[src/rtl/an_dec_scheduler_pkg.sv]
// Shared constants, status codes and FSM state type for the AN-code decoder scheduler.
package an_dec_pkg;
   localparam int A      = 13837;
   localparam int W_BITS = 39;
   localparam int N_BITS = 25;

   localparam logic [1:0] ST_CLEAN = 2'b00;
   localparam logic [1:0] ST_CORR  = 2'b01;
   localparam logic [1:0] ST_TMO   = 2'b10;

   typedef enum logic [1:0] {
      S_IDLE  = 2'b00,
      S_ISSUE = 2'b01,
      S_WAIT  = 2'b10,
      S_RESP  = 2'b11
   } state_t;
endpackage

[src/rtl/an_dec_scheduler_if.sv]
// Requester, response and decoder-side signals of the scheduler; slave is the scheduler view.
interface an_dec_scheduler_if #(
   parameter int NREQ    = 4,
   parameter int ID_BITS = 2,
   parameter int W_BITS  = an_dec_pkg::W_BITS,
   parameter int N_BITS  = an_dec_pkg::N_BITS
);
   logic [NREQ-1:0]        req_valid;
   logic [NREQ-1:0]        req_ready;
   logic [NREQ*W_BITS-1:0] req_w;
   logic                   rsp_valid;
   logic                   rsp_ready;
   logic [ID_BITS-1:0]     rsp_id;
   logic [N_BITS-1:0]      rsp_n;
   logic [1:0]             rsp_status;
   logic                   dec_start;
   logic [W_BITS-1:0]      dec_w;
   logic                   dec_abort;
   logic                   dec_done;
   logic [N_BITS-1:0]      dec_n;
   logic                   dec_corrected;

   modport master (
      output req_valid, req_w, rsp_ready, dec_done, dec_n, dec_corrected,
      input  req_ready, rsp_valid, rsp_id, rsp_n, rsp_status, dec_start, dec_w, dec_abort
   );

   modport slave (
      input  req_valid, req_w, rsp_ready, dec_done, dec_n, dec_corrected,
      output req_ready, rsp_valid, rsp_id, rsp_n, rsp_status, dec_start, dec_w, dec_abort
   );
endinterface

[src/rtl/an_dec_scheduler_rr_arbiter.sv]
// Combinational rotate-priority select: first valid requester at or after ptr, wrapping.
module an_rr_arbiter #(
   parameter int NREQ    = 4,
   parameter int ID_BITS = 2
) (
   input  logic [NREQ-1:0]    req_valid,
   input  logic [ID_BITS-1:0] ptr,
   output logic [NREQ-1:0]    grant_oh,
   output logic [ID_BITS-1:0] grant_idx,
   output logic               any_valid
);
   logic [ID_BITS-1:0] idx_s;

   function automatic logic [ID_BITS-1:0] wrap_idx(input logic [ID_BITS:0] v);
      logic [ID_BITS:0] r;
      r = (v >= (ID_BITS+1)'(NREQ)) ? (v - (ID_BITS+1)'(NREQ)) : v;
      return r[ID_BITS-1:0];
   endfunction

   assign any_valid = |req_valid;

   // Scan from the farthest offset down so the offset nearest ptr takes priority.
   always_comb begin
      idx_s     = '0;
      grant_idx = '0;
      grant_oh  = '0;
      for (int k = NREQ - 1; k >= 0; k--) begin
         idx_s     = wrap_idx({1'b0, ptr} + (ID_BITS+1)'(k));
         grant_idx = req_valid[idx_s] ? idx_s : grant_idx;
      end
      grant_oh[grant_idx] = any_valid;
   end
endmodule

[src/rtl/an_dec_scheduler.sv]
// Shares one multi-cycle AN-code SEC decoder between NREQ requesters with round-robin
// arbitration, a WAIT-state watchdog and a single id-tagged response channel.
module an_dec_scheduler #(
   parameter int NREQ     = 4,
   parameter int ID_BITS  = 2,
   parameter int W_BITS   = an_dec_pkg::W_BITS,
   parameter int N_BITS   = an_dec_pkg::N_BITS,
   parameter int TIMEOUT  = 96,
   parameter int TMR_BITS = 7
) (
   input  logic               clk,
   input  logic               rst,
   an_dec_scheduler_if.slave  bus
);
   import an_dec_pkg::*;

   state_t              state_r, state_nx_s;
   logic [ID_BITS-1:0]  ptr_r;
   logic [ID_BITS-1:0]  grant_idx_s;
   logic [NREQ-1:0]     grant_oh_s;
   logic                any_valid_s;
   logic                timeout_s;
   logic [TMR_BITS-1:0] timer_r;
   logic [W_BITS-1:0]   dec_w_r;
   logic [ID_BITS-1:0]  rsp_id_r;
   logic [N_BITS-1:0]   rsp_n_r;
   logic [1:0]          rsp_status_r;
   logic                dec_abort_r;

   an_rr_arbiter #(.NREQ(NREQ), .ID_BITS(ID_BITS)) u_arb (
      .req_valid (bus.req_valid),
      .ptr       (ptr_r),
      .grant_oh  (grant_oh_s),
      .grant_idx (grant_idx_s),
      .any_valid (any_valid_s)
   );

   assign timeout_s = (timer_r == TMR_BITS'(TIMEOUT - 1));

   // State register.
   always_ff @(posedge clk) begin
      if (rst) begin
         state_r <= S_IDLE;
      end else begin
         state_r <= state_nx_s;
      end
   end

   // Next-state logic; dec_done is only observed in WAIT and beats the timeout.
   always_comb begin
      state_nx_s = state_r;
      case (state_r)
         S_IDLE:  state_nx_s = any_valid_s ? S_ISSUE : S_IDLE;
         S_ISSUE: state_nx_s = S_WAIT;
         S_WAIT:  state_nx_s = (bus.dec_done || timeout_s) ? S_RESP : S_WAIT;
         S_RESP:  state_nx_s = bus.rsp_ready ? S_IDLE : S_RESP;
         default: state_nx_s = S_IDLE;
      endcase
   end

   // State-decoded handshake outputs.
   always_comb begin
      bus.req_ready = '0;
      bus.dec_start = 1'b0;
      bus.rsp_valid = 1'b0;
      case (state_r)
         S_IDLE:  bus.req_ready = grant_oh_s;
         S_ISSUE: bus.dec_start = 1'b1;
         S_WAIT:  bus.dec_start = 1'b0;
         S_RESP:  bus.rsp_valid = 1'b1;
         default: bus.req_ready = '0;
      endcase
   end

   // Datapath: codeword/id capture, watchdog, result capture and pointer advance.
   always_ff @(posedge clk) begin
      if (rst) begin
         ptr_r        <= '0;
         timer_r      <= '0;
         dec_w_r      <= '0;
         rsp_id_r     <= '0;
         rsp_n_r      <= '0;
         rsp_status_r <= ST_CLEAN;
         dec_abort_r  <= 1'b0;
      end else begin
         dec_abort_r <= 1'b0;
         case (state_r)
            S_IDLE: begin
               if (any_valid_s) begin
                  dec_w_r  <= bus.req_w[grant_idx_s * W_BITS +: W_BITS];
                  rsp_id_r <= grant_idx_s;
               end
            end
            S_ISSUE: timer_r <= '0;
            S_WAIT: begin
               timer_r <= timer_r + TMR_BITS'(1);
               if (bus.dec_done) begin
                  rsp_n_r      <= bus.dec_n;
                  rsp_status_r <= bus.dec_corrected ? ST_CORR : ST_CLEAN;
               end else if (timeout_s) begin
                  rsp_n_r      <= '0;
                  rsp_status_r <= ST_TMO;
                  dec_abort_r  <= 1'b1;
               end
            end
            S_RESP: begin
               if (bus.rsp_ready) begin
                  ptr_r <= (rsp_id_r == ID_BITS'(NREQ - 1)) ? '0 : rsp_id_r + ID_BITS'(1);
               end
            end
            default: timer_r <= '0;
         endcase
      end
   end

   assign bus.dec_w      = dec_w_r;
   assign bus.rsp_id     = rsp_id_r;
   assign bus.rsp_n      = rsp_n_r;
   assign bus.rsp_status = rsp_status_r;
   assign bus.dec_abort  = dec_abort_r;
endmodule
[src/flat_wrapper.sv]
// flat-port wrapper written by rule: the top's interface ports become plain ports
module an_dec_scheduler_flat import an_dec_pkg::*;
#(
   parameter int NREQ     = 4,
   parameter int ID_BITS  = 2,
   parameter int W_BITS   = an_dec_pkg::W_BITS,
   parameter int N_BITS   = an_dec_pkg::N_BITS,
   parameter int TIMEOUT  = 96,
   parameter int TMR_BITS = 7
)
  (clk, rst, bus_req_valid, bus_req_w, bus_rsp_ready, bus_dec_done, bus_dec_n, bus_dec_corrected, bus_req_ready, bus_rsp_valid, bus_rsp_id, bus_rsp_n, bus_rsp_status, bus_dec_start, bus_dec_w, bus_dec_abort);
  an_dec_scheduler_if #(.NREQ(NREQ), .ID_BITS(ID_BITS), .W_BITS(W_BITS), .N_BITS(N_BITS)) bus_i ();
  input  logic clk;
  input  logic rst;
  input wire logic [$bits(bus_i.req_valid)-1:0] bus_req_valid;
  input wire logic [$bits(bus_i.req_w)-1:0] bus_req_w;
  input wire logic [$bits(bus_i.rsp_ready)-1:0] bus_rsp_ready;
  input wire logic [$bits(bus_i.dec_done)-1:0] bus_dec_done;
  input wire logic [$bits(bus_i.dec_n)-1:0] bus_dec_n;
  input wire logic [$bits(bus_i.dec_corrected)-1:0] bus_dec_corrected;
  output wire logic [$bits(bus_i.req_ready)-1:0] bus_req_ready;
  output wire logic [$bits(bus_i.rsp_valid)-1:0] bus_rsp_valid;
  output wire logic [$bits(bus_i.rsp_id)-1:0] bus_rsp_id;
  output wire logic [$bits(bus_i.rsp_n)-1:0] bus_rsp_n;
  output wire logic [$bits(bus_i.rsp_status)-1:0] bus_rsp_status;
  output wire logic [$bits(bus_i.dec_start)-1:0] bus_dec_start;
  output wire logic [$bits(bus_i.dec_w)-1:0] bus_dec_w;
  output wire logic [$bits(bus_i.dec_abort)-1:0] bus_dec_abort;
  assign bus_i.req_valid = bus_req_valid;
  assign bus_i.req_w = bus_req_w;
  assign bus_i.rsp_ready = bus_rsp_ready;
  assign bus_i.dec_done = bus_dec_done;
  assign bus_i.dec_n = bus_dec_n;
  assign bus_i.dec_corrected = bus_dec_corrected;
  assign bus_req_ready = bus_i.req_ready;
  assign bus_rsp_valid = bus_i.rsp_valid;
  assign bus_rsp_id = bus_i.rsp_id;
  assign bus_rsp_n = bus_i.rsp_n;
  assign bus_rsp_status = bus_i.rsp_status;
  assign bus_dec_start = bus_i.dec_start;
  assign bus_dec_w = bus_i.dec_w;
  assign bus_dec_abort = bus_i.dec_abort;
  an_dec_scheduler #(.NREQ(NREQ), .ID_BITS(ID_BITS), .W_BITS(W_BITS), .N_BITS(N_BITS), .TIMEOUT(TIMEOUT), .TMR_BITS(TMR_BITS)) u_core (.clk(clk), .rst(rst), .bus(bus_i));
endmodule
[config.mk]
export PLATFORM = sky130hd
export DESIGN_NAME = an_dec_scheduler_flat
export DESIGN_NICKNAME = d
export VERILOG_FILES = /design/src/rtl/an_dec_scheduler_pkg.sv /design/src/rtl/an_dec_scheduler_if.sv /design/src/rtl/an_dec_scheduler_rr_arbiter.sv /design/src/rtl/an_dec_scheduler.sv /design/src/flat_wrapper.sv
export SDC_FILE = /design/constraint.sdc
export NUM_CORES = 1
export LEC_CHECK = 0
export CAP_MARGIN = 10
export CELL_PAD_IN_SITES_DETAIL_PLACEMENT = 0
export CELL_PAD_IN_SITES_GLOBAL_PLACEMENT = 1
export CORE_ASPECT_RATIO = 0.75
export CORE_MARGIN = 5
export CORE_UTILIZATION = 28
export CTS_BUF_LIST = sky130_fd_sc_hd__clkbuf_16
export DETAILED_ROUTE_END_ITERATION = 8
export MAX_ROUTING_LAYER = met4
export PLACE_DENSITY = 0.92
export SLEW_MARGIN = 40
export SYNTH_ARGS = -nofsm -noshare
export SYNTH_HDL_FRONTEND = slang
export SYNTH_SLANG_ARGS = --single-unit
[constraint.sdc]
create_clock -name clk -period 3.35 [get_ports clk]
set_input_delay 0.335 -clock clk [delete_from_list [all_inputs] [get_ports clk]]
set_output_delay 0.335 -clock clk [all_outputs]
set_load 0.05 [all_outputs]
==> Yosys cells after proc, flatten, opt, wreduce, memory -nomap -nowiden <==
Cells that the tools add are included.
{ "word_totals": {"inputBits": 190, "register_bits": 80, "elab_cells": 79, "out_inout_bits": 75} }
{ "classes": {"n_mux": 33, "n_reduce_logical": 10, "bitwise_logic": 2, "add_sub_neg": 9, "n_eq_ne": 5, "n_mul": 1, "n_shift": 1, "n_lt_le_gt_ge": 10} }
{ "op_table": {"columns": ["op", "n"], "rows": [
  ["156-bit by 9-bit indexed part select with 39-bit output", 1],
  ["25-bit two-way mux", 2],
  ["2-bit two-way mux", 12],
  ["2-bit by 3-bit less-than comparator with 1-bit output (second input constant)", 5],
  ["7-bit case mux with 2 select lines", 1],
  ["1-bit two-way mux", 11],
  ["3-bit >= comparator (second input constant)", 3],
  ["1-bit binary-select mux with 2-bit select", 4],
  ["2-bit by 6-bit multiplier with 8-bit output (second input constant)", 1],
  ["2-bit case mux with 4 select lines", 1],
  ["2-bit by 1-bit subtractor with 2-bit output (second input constant)", 4],
  ["7-bit by 1-bit adder with 7-bit output (second input constant)", 1],
  ["7-bit == test (second input constant)", 1],
  ["2-bit by 2-bit adder with 3-bit output (second input constant)", 2],
  ["2-bit == test (second input constant)", 3],
  ["2-bit AND reduction", 3],
  ["4-bit bitwise AND", 1],
  ["4-bit two-way mux", 1],
  ["2-bit nonzero test", 2],
  ["4-bit OR reduction", 1],
  ["2-bit by 1-bit adder with 3-bit output (second input constant)", 1],
  ["2-bit by 3-bit >= comparator with 1-bit output (second input constant)", 1],
  ["3-bit OR reduction", 1],
  ["2-bit by 1-bit adder with 2-bit output (second input constant)", 1],
  ["other kinds (7)", 7]
]} }

==> Depth between registers and ports, before layout <==
{ "logic_depth": {"ltp_word": 15, "depth_mapped": 9, "mapped_depth_nobuf": 7} }

==> Cells and area by module <==
Synthesis repeated with hierarchy kept, for this count alone.
{ "unflattened": {"cells_unflattened": 395, "area_unflattened_um2": 4150.2} }
{ "by_module_without_submodules": {"columns": ["module", "area_per_inst_um2", "cells_per_inst", "n_inst", "seq_area_each_um2"], "rows": [
  ["an_dec_scheduler", 3931.3, 361, 1, 1601.5],
  ["an_rr_arbiter", 219.0, 34, 1, 0.0]
]} }

==> Worst setup path after synthesis <==
Ideal clock, no wire load.
{ "synth_timing": {"kind": "register -> output", "from": "register u_core.ptr_r[1]", "to": "output port bus_req_ready[0]", "slack_ps": 817, "required_time_ps": 3015, "path_buffers": 1, "stages_incl_launch_ff": 6, "arrival_time_ps": 2198, "path_cell_list": "dfxtp_1 nand2_1 a221oi_4 nor2_4 buf_6 nor3_1"} }
{ "synth_via": {"elab_chain_cells": 15, "elab_cells_between_ends": 34, "cone_classes": "7 x add/sub; 6 x order compare; 19 x mux; 1 x bitwise; 1 x reduce/logical"} }
{ "synth_lines": {"columns": ["element", "line_no", "rtl"], "rows": [
  ["start, declared", "an_dec_scheduler.sv:18", "logic [ID_BITS-1:0] ptr_r;"],
  ["start signal, assigned", "an_dec_scheduler.sv:108", "ptr_r <= (rsp_id_r == ID_BITS'(NREQ - 1)) ? '0 : rsp_id_r + ID_BITS'(1);"],
  ["2-bit by 2-bit adder with 3-bit output", "an_dec_scheduler_rr_arbiter.sv:28", "idx_s = wrap_idx({1'b0, ptr} + (ID_BITS+1)'(k));"],
  ["3-bit >= comparator or 2-bit by 1-bit subtractor with 2-bit output (tied branches)", "an_dec_scheduler_rr_arbiter.sv:16", "r = (v >= (ID_BITS+1)'(NREQ)) ? (v - (ID_BITS+1)'(NREQ)) : v;"],
  ["2-bit two-way mux", "an_dec_scheduler_rr_arbiter.sv:16", null],
  ["1-bit binary-select mux with 2-bit select", "an_dec_scheduler_rr_arbiter.sv:29", "grant_idx = req_valid[idx_s] ? idx_s : grant_idx;"],
  ["1-bit two-way mux (not written as such)", "an_dec_scheduler_rr_arbiter.sv:29", null],
  ["2-bit two-way mux (3 in a row)", "an_dec_scheduler_rr_arbiter.sv:29", null],
  ["2-bit two-way mux *", "an_dec_scheduler_rr_arbiter.sv:29", null],
  ["2-bit by 3-bit less-than comparator with 1-bit output (not written as such) or 2-bit by 1-bit >= comparator with 1-bit output (tied branches)", "an_dec_scheduler_rr_arbiter.sv:31", "grant_oh[grant_idx] = any_valid;"],
  ["1-bit logical AND (not written as such)", "an_dec_scheduler_rr_arbiter.sv:31", null],
  ["1-bit two-way mux (not written as such)", "an_dec_scheduler_rr_arbiter.sv:31", null],
  ["1-bit demux with 2-bit select *", "an_dec_scheduler_rr_arbiter.sv:31", null],
  ["4-bit bitwise AND (no line) *", null, null],
  ["4-bit two-way mux *", "an_dec_scheduler.sv:66", "case (state_r)"],
  ["end, declared", "flat_wrapper.sv:21", "output wire logic [$bits(bus_i.req_ready)-1:0] bus_req_ready;"]
]} }
Mark *: on every way between the ends. The rest lies on a longest branch, timed or not. The select of a mux whose other input is x is not followed.

==> Final worst setup path <==
{ "layout_timing": {"from": "input port bus_req_valid[1]", "to": "output port bus_req_ready[0]"} }
{ "layout_via": {"elab_chain_cells": 12, "elab_cells_between_ends": 20, "cone_classes": "2 x order compare; 15 x mux; 1 x bitwise; 2 x reduce/logical"} }
{ "layout_lines": {"columns": ["element", "line_no", "rtl"], "rows": [
  ["start, declared", "flat_wrapper.sv:15", "input wire logic [$bits(bus_i.req_valid)-1:0] bus_req_valid;"],
  ["1-bit binary-select mux with 2-bit select", "an_dec_scheduler_rr_arbiter.sv:29", null],
  ["1-bit two-way mux (not written as such)", "an_dec_scheduler_rr_arbiter.sv:29", null],
  ["2-bit two-way mux (4 in a row)", "an_dec_scheduler_rr_arbiter.sv:29", null],
  ["2-bit by 3-bit less-than comparator with 1-bit output (not written as such) or 2-bit by 1-bit >= comparator with 1-bit output (tied branches)", "an_dec_scheduler_rr_arbiter.sv:31", null],
  ["1-bit logical AND (not written as such)", "an_dec_scheduler_rr_arbiter.sv:31", null],
  ["1-bit two-way mux (not written as such)", "an_dec_scheduler_rr_arbiter.sv:31", null],
  ["1-bit demux with 2-bit select", "an_dec_scheduler_rr_arbiter.sv:31", null],
  ["4-bit bitwise AND (no line) *", null, null],
  ["4-bit two-way mux *", "an_dec_scheduler.sv:66", null]
]} }
Marked as above.

==> metrics.txt <==
status=completed; Die X=roughly 150 microns; final setup violating endpoints=0; sequential fraction of the synthesis area=38.0%; Worst Tran Pin Value=0.642 ns; Worst Hold Launch=u_core.bus.dec_w[21]; fill count=between 1000 and 1500; initial core utilization=between 20 and 30%; Max Fanout on Critical Path=13; boundary pin count=~270; Via density=between 5 and 6; vias in the first global route=just under 5000; final hold violations=0; Setup Slack @ Placement=roughly 0.50 ns; setup TNS=0 ns; final worst slack=approximately 0.7 ns; synth cell count leaders=80 x dfxtp_1, 47 x a21oi_1, 41 x o21ai_0; post-route clock skew=roughly 0.0079 ns; Yosys reg bits=80; Syn. warnings=0; H-tree depth=3; FF-to-FF setup slack=around 1.1 ns; global-route wire length before repair=between 20000 and 30000 microns; ant diodes=0; Area contributors post-synth=dfxtp_1 38%, mux2_4 14%, a221o_1 9.5%; Final min period=2.65 ns; worst path required time=3.01 ns; RSZ-0062 raised after global routing=false; Rows=38; initial antenna violation count=0; Port Buffers=around 260; gr ovfl total=0; met1 WL=around 6900 microns; ys async rst share=0%; drt pass-1 iters=5; Num CTS Buffers=9; Detailed Route WL=roughly 17000 microns; Cells after Synth=449; CORE AREA=around 15000 sq um; synth-to-layout area growth=76.2%; die area=approximately 18000 sq um; Startpoint Class=input port; count leader, synth=dfxtp_1; Post-Synthesis Net Count=between 600 and 700; HPWL after DPL=13000 microns; area leader, netlist=dfxtp_1; Min-Delay Endpoint=u_core.bus.dec_w[21]; DRC viols=0; 1st-iter DRT viols=slightly above 300; Root Driver=clkbuf_16; Die H=116 microns; r2r endpoint=u_core.bus.dec_w[15]; CTS tree=yes; CP endpoint kind=output pin; highest metal used=met4; max-cap viol count=0; met2 routed WL=a little over 8000 microns; number of synthesized flops with an enable pin=0; PD cells=466 nW/um^2; Skew-Pair Late Insertion Delay=0.34 ns; Slew Limit Fails=0; Mapped Avg Cell Area=9.40 sq um; Max transition margin=57.1%; Post-Synthesis Cell Area=roughly 4200 sq um; Hold Crit Depth=1; # Post-CTS Setup Buffers=0; leakage power=between 2 and 3 nW; post-cts sizing count=0; Synth top area share=38.0%; drt wl/cell=between 15 and 20 microns; reg2reg start=u_core.state_r[1]; antenna-violating nets left=0; share of cells above drive strength 1=between 10 and 15%; Final nets=894; Max clock buf depth=2; worst-case vdd ir drop=roughly 0.00022 V; crit path kind=in -> out; GR Util All Layers=19.3%; final period utilization=around four fifths; Clk pin slew, worst setup/hold paths=about 0.060 ns; cells on worst reg2reg path=8; largest net degree at the start of global routing=41; Vias=between 4000 and 5000; met3 routed WL=between 1500 and 2000 microns; worst hold-check path type=reg -> reg; # hold bufs at CTS=0; f_max=roughly 380 MHz; Sink Count=80; gpl congestion=between 0.8 and 0.9; arrival time at the worst endpoint=between 2 and 2.5 ns; predominant post-synthesis flop cell=dfxtp_1; Yosys cell types=38
==> worst max path at each step <==
| stage | endpoint | slack, ns | cells past startpoint | startpoint |
|---|---|---|---|---|
| floorplan | bus_req_ready[0] | 0.82 | 5 | u_core.ptr_r[1] |
| CTS | bus_req_ready[0] | 0.71 | 6 | bus_req_valid[1] |
| finish | bus_req_ready[0] | 0.70 | 6 | bus_req_valid[1] |
| global placement | u_core.bus.dec_w[38] | 0.56 | 7 | bus_req_valid[2] |
| global route | bus_req_ready[0] | 0.60 | 6 | bus_req_valid[1] |
| detailed placement | u_core.bus.dec_w[38] | 0.50 | 7 | bus_req_valid[2] |
==> metrics by stage <==
stage | utilization (%) | area [sq um] | power, W | instances | hold WS, ns
3_5_place_dp | 48.5 | 7100 | 0.00238 | 887 | 0.473
6_report | 50.8 | 7430 | 0.00347 | 903 | 0.489
5_1_grt | 50.8 | 7430 | 0.00361 | 903 | 0.509
4_1_cts | 50.8 | 7430 | 0.00351 | 903 | 0.492
2_1_floorplan | - | 4220 | 0.00183 | 449 | 0.411
3_3_place_gp | 48.5 | 7100 | 0.00235 | 887 | 0.467
==> flip-flops by register name (all words and copies together), names as in the netlist <==
register	flops
u_core.state_r	2
u_core.bus.dec_w	39
u_core.timer_r	7
u_core.ptr_r	2
u_core.bus.rsp_n	25
u_core.bus.rsp_status	2
u_core.bus.dec_abort	1
u_core.bus.rsp_id	2
==> critical path, stage by stage <==
cell and delay, ns:
clkdlybuf4s50_1 0.68, nor2b_4 0.09, a221oi_4 0.31, nor2_4 0.17, nor3_1 0.51, buf_12 0.21
==> placed cells by master (no fill, tap or decap), types with 3 or more instances in the layout <==
cell type	Yosys	routed
dfxtp_1	80	80
a22oi_1	26	26
nor3_1	6	6
nor2_1	40	39
buf_12	0	5
xor2_1	3	3
a21oi_1	47	47
mux2_4	38	38
nand3_1	40	40
inv_6	0	3
ha_1	6	6
a221o_1	40	39
buf_4	0	15
nand2_1	8	8
clkbuf_16	0	9
inv_1	4	4
o21ai_0	41	41
clkdlybuf4s50_1	0	260
==> power by group <==
group / internal, W / total (W) / switching, W
Clock: 0.000668 / 0.00111 / 0.000442
Sequential: 0.00105 / 0.00111 / 0.0000631
Combinational: 0.000567 / 0.00124 / 0.000675
==> cell type report <==
cell class                      count  area, sq um  share of cell area, %
Timing Repair Buffer              280         2820                   37.9
Multi-Input combinational cell    323         2420                   32.5
Sequential cell                    80         1600                   21.5
Tap cell                          200          250                   3.37
Clock buffer                        9          225                   3.03
Clock inverter                      7          106                   1.43
Inverter                            4         15.0                  0.202
==> layer usage <==
| metal | vias up | GRT usage [%] |
|---|---|---|
| met2 | 264 | 33.2 |
| met5 | - | - |
| met1 | 2224 | 20.7 |
| li1 | 2197 | - |
| met4 | 0 | 7.78 |
| met3 | 54 | 6.48 |
==> cell families after synthesis <==
kind of cell	count (synthesis)	share of synthesized area [%]
adders and majority gates	6	1.78
muxes	41	14.3
and+or+nand+nor	111	13.0
xor gates and xnor gates	4	0.831
DFF	80	38.0
AOI/OAI and AO/OA	161	26.8
buffers and inverters	46	5.34
(Power assumes the default switching activity.)
==> edit 1: new RTL, same flow settings <==
Set the package constant `N_BITS` to 50 (it was 25).
--- a/src/rtl/an_dec_scheduler_pkg.sv
+++ b/src/rtl/an_dec_scheduler_pkg.sv
@@ -2,7 +2,7 @@
 package an_dec_pkg;
    localparam int A      = 13837;
    localparam int W_BITS = 39;
-   localparam int N_BITS = 25;
+   localparam int N_BITS = 50;
 
    localparam logic [1:0] ST_CLEAN = 2'b00;
    localparam logic [1:0] ST_CORR  = 2'b01;
Interface: changed (resized bus_dec_n and bus_rsp_n); port bits go from 265 to 315. No check against the original RTL was run, so the function may have changed too.
==> edit 1 against the original RTL <==
  * Clock power grew 4%
  * Maximum frequency shrank 12%
  * First-iteration DRC count grew 38%
  * Global-route usage shrank 1.8 points
  * Design area grew 29%
  * Clock skew grew 0.0027 ns
  * Wire length grew 25%
  * Sequential cell count grew 25
  * Area after synthesis grew 39%
  * Via count grew 32%
  * Power grew 13%
  * Final cell count grew 40%
  * Worst setup slack lost 0.36 ns
  * Critical endpoint is now bus_req_ready[2]
==> edit 1: results (changes against the original RTL) <==
placed insts -> 1246 (+40%)
first-pass GRT wire length -> 33.1 mm (+29%)
max incr delay on CP -> 0.53 ns (-0.15 ns)
final WL -> 21.9 mm (+25%)
Peak VDD IR -> 0.226 mV (+1.9%)
Crit. Startpoint -> bus_req_valid[2]
register area share after synthesis -> 35.8% (-2.2 points)
Rel. slew slack -> 50.3% (-6.8 points)
met3 usage in global routing -> 3.35% (-3.1 points)
routability cong. -> 0.794 (-8.6%)
layout cells sized above 1 -> 4.59% (-7.6 points)
HP Class -> input port to flop
Leakage Power -> 3.73 nW (+35%)
Filler Cell Count -> 2015 (+52%)
via count -> 6259 (+32%)
Total GRT Usage -> 17.6% (-1.8 points)
family with the most delay on the worst path -> simple AND/OR/NAND/NOR gates
Hold WS -> 0.451 ns (-0.0379 ns)
worst hold start -> rst
max FFs per register -> 50 (+28%)
run status -> complete, no violations
Worst R2R Start -> u_core.ptr_r[0]
Fin Clk Skew -> 0.0106 ns (+0.00273 ns)
vias in the first global route -> 5897 (+19%)
Yosys cell types -> 36 (-5.3%)
top cells by area, synth -> dfxtp_1 (36%), and3_1 (8.1%), a22oi_1 (6.5%)
Cell Area, Placed -> 9280 um2 (+31%)
WP data arrival -> 2.68 ns (+0.36 ns)
setup ws final -> 0.332 ns (-0.363 ns)
largest net degree at the start of global routing -> 89 (+120%)
post-synth net total -> 935 (+45%)
DR iter-0 viols -> 420 (+38%)
GR Util met1 -> 23.8% (+3.2 points)
CP Max Fanout -> 43 (+30)
met2 Track Usage GR -> 27.1% (-6.2 points)
[edit 1: power by group through the flow]
stage               clock (mW)  combinational, mW  sequential (mW)
global placement             0               1.38             1.42
CTS                       1.20               1.39             1.39
floorplan                    0              0.489             1.71
finish                    1.15               1.38             1.39
detailed placement           0               1.38             1.42
global route              1.25               1.47             1.41
[edit 1: metal layers]
layer | routed length (um) | up-vias
met5 | 0 | -
met4 | 333 | 0
met3 | 1110 | 20
met2 | 10200 | 153
met1 | 10300 | 2947
li1 | - | 3139
[edit 1: cells by family (layout without fill, tap and decap cells)]
group	Yosys count	after routing	share of synthesized area (%)
simple gates	254	254	25.5
mux	3	3	0.511
fa+ha+maj	6	6	1.28
buf+inv	82	348	5.73
xor+xnor	3	3	0.448
flops	105	105	35.8
compound gates	261	261	30.7
[edit 1: layout make-up]
cell class / count / area (um2) / area share, %
Tap cell: 282 / 353 / 3.67
Inverter: 3 / 11.3 / 0.117
Timing Repair Buffer: 329 / 3350 / 34.9
Clock inverter: 7 / 95.1 / 0.990
Clock buffer: 9 / 225 / 2.35
Sequential cell: 105 / 2100 / 21.9
Multi-Input combinational cell: 527 / 3470 / 36.1
[edit 1: final timing paths]
kind                         end  cells after the start
max reg2reg  u_core.bus.dec_w[4]                      6
max             bus_req_ready[2]                      7
min reg2reg    u_core.timer_r[6]                      2
min          u_core.bus.rsp_n[3]                      2
[edit 1: worst register-to-register path: cells and delay by family, from the launching register on]
| kind | cells | cell delay, ns |
|---|---|---|
| DFF | 1 | 0.37 |
| buffers and inverters | 1 | 0.34 |
| AOI/OAI and AO/OA | 2 | 0.40 |
| and+or+nand+nor | 3 | 1.05 |
==> edit 2: new RTL, same settings <==
Made on the original files. Make the reset (`rst`) asynchronous in 2 clocked blocks.
--- a/src/rtl/an_dec_scheduler.sv
+++ b/src/rtl/an_dec_scheduler.sv
@@ -38,7 +38,7 @@
    assign timeout_s = (timer_r == TMR_BITS'(TIMEOUT - 1));
 
    // State register.
-   always_ff @(posedge clk) begin
+   always_ff @(posedge clk or posedge rst) begin
       if (rst) begin
          state_r <= S_IDLE;
       end else begin
@@ -73,7 +73,7 @@
    end
 
    // Datapath: codeword/id capture, watchdog, result capture and pointer advance.
-   always_ff @(posedge clk) begin
+   always_ff @(posedge clk or posedge rst) begin
       if (rst) begin
          ptr_r        <= '0;
          timer_r      <= '0;
Behaviour: differs if rst is asserted again (counterexample within 4 cycles, from zero or initial values and one cycle with rst high); with rst held inactive, the same outputs for 4 cycles.
==> edit 2 against the original RTL <==
  * Register-to-register slack better by 0.09 ns
  * Area after synthesis is 9.9% higher
  * Clock skew decreased by 0.0018 ns
  * Synthesized cell count decreased by 2.7%
  * Sequential cell count is the same
  * Design area up 4.9%
  * Maximum frequency is 2.4% lower
  * Global-route usage shrank 2.0 points
  * Wire length fell by 2.6%
  * Die area up 9.1%
  * Worst setup slack worse by 0.066 ns
  * Critical endpoint is now bus_req_ready[1]
  * Largest cell class unchanged
Power is not compared: it rests on default switching activity, and its combinational part moved more than twofold at a synthesized area within 25%.
==> edit 2: results (changes against the original RTL) <==
mux contribution to synthesized area -> 9.09% (-5.2 points)
Avg Vias per Cell -> 4.98 (-5.2%)
WL per Instance -> 19.0 um (-2.0%)
post-synthesis xor/xnor area fraction -> 0.189% (-0.64 points)
WP data arrival -> 2.39 ns (+0.07 ns)
Cell Area, Placed -> 7480 um2 (+5.3%)
DR iter-0 viols -> 168 (-45%)
Async SR Flop Fraction -> 100% (+100 points)
post-DP HPWL -> 13.1 mm (+0.96%)
worst reg-to-reg setup slack -> 1.15 ns (+0.09 ns)
routability cong. -> 0.856 (-1.5%)
post-synth net total -> 633 (-1.9%)
placed insts -> 881 (-0.68%)
family with the most delay on the worst path -> buffers and inverters
max incr delay on CP -> 0.62 ns (-0.06 ns)
cell depth of the worst flop-to-flop path -> 7 (-1)
Most used DFF post-synth -> dfrtp_1
CP Max Fanout -> 60 (+47)
Hold WS -> 0.414 ns (-0.0754 ns)
Setup WS pre-CTS -> 0.645 ns (+0.142 ns)
final WL -> 17.0 mm (-2.6%)
register area share after synthesis -> 43.2% (+5.2 points)
largest net degree at the start of global routing -> 81 (+98%)
r2r endpoint -> u_core.bus.dec_w[4]
run status -> complete, no violations
Leakage Power -> 3.28 nW
adder and majority cell fraction of the synthesized area -> 1.62% (-0.16 points)
Least-Margin Pin Slew -> 0.697 ns (+0.0552 ns)
top cells by area, synth -> dfrtp_1 (43%), a211oi_2 (10%), mux2i_1 (8.9%)
P_sw -> 3.46 mW
Fin Clk Skew -> 0.00608 ns (-0.00181 ns)
Worst R2R Start -> u_core.state_r[1]
Compound-Gate Fraction of Synth Area -> 28.0% (+1.1 points)
HP Class -> input port to async pin
Post-synth top cells -> dfrtp_1 (80), mux2i_1 (41), and3_1 (40)
layout cells sized above 1 -> 11.4% (-0.88 points)
Filler Cell Count -> 1463 (+10%)
drt first pass iters -> 4 (-1)
first-pass GRT wire length -> 25.3 mm (-0.89%)
n_diodes -> 0 (unchanged)
vias in the first global route -> 4649 (-6.3%)
Yosys cell types -> 44 (+16%)
-- edit 2: worst max-delay path by stage --
stage               slack, ns          endpoint  depth (start not counted)        startpoint
global placement         0.72  bus_req_ready[1]                          7  bus_req_valid[1]
detailed placement       0.65  bus_req_ready[1]                          7  bus_req_valid[1]
CTS                      0.64  bus_req_ready[1]                          7  bus_req_valid[1]
finish                   0.63  bus_req_ready[1]                          7  bus_req_valid[1]
floorplan                0.87  bus_req_ready[3]                          5   u_core.ptr_r[1]
global route             0.51  bus_req_ready[1]                          7  bus_req_valid[1]
-- edit 2: cells by family (layout without fill, tap and decap cells) --
group                    count (synthesis)  count (layout)
XOR/XNOR                                 1               1
multiplexers                            42              42
flip-flops                              80              80
AO/OA/AOI/OAI                          148             148
buffers and inverters                   46             296
adder cells (fa/ha/maj)                  6               6
AND/OR/NAND/NOR                        114             114
-- edit 2: final cells by class --
type	count	area, um2	share of cell area, %
clock inverters	7	95.1	1.22
clock buffers	9	225	2.89
repair buffers	272	2770	35.5
well taps	210	263	3.37
inverters	8	31.3	0.401
flip-flops and latches	80	2000	25.7
multi-input cells	311	2410	31.0
-- edit 2: per-layer routing --
layer	track usage, %	wire [um]	vias to the layer above
li1	-	-	2117
met1	20.2	6650	2142
met2	29.3	8540	182
met3	4.60	1460	24
met4	5.06	366	0
met5	-	0	-
-- edit 2: worst register-to-register path, cell delays in order (launching register included) --
cell,delay (ns)
dfrtp_1,0.43
inv_1,0.10
ha_1,0.27
o41a_1,0.26
nand3_4,0.31
buf_4,0.36
a211oi_2,0.28
a211oi_2,0.07
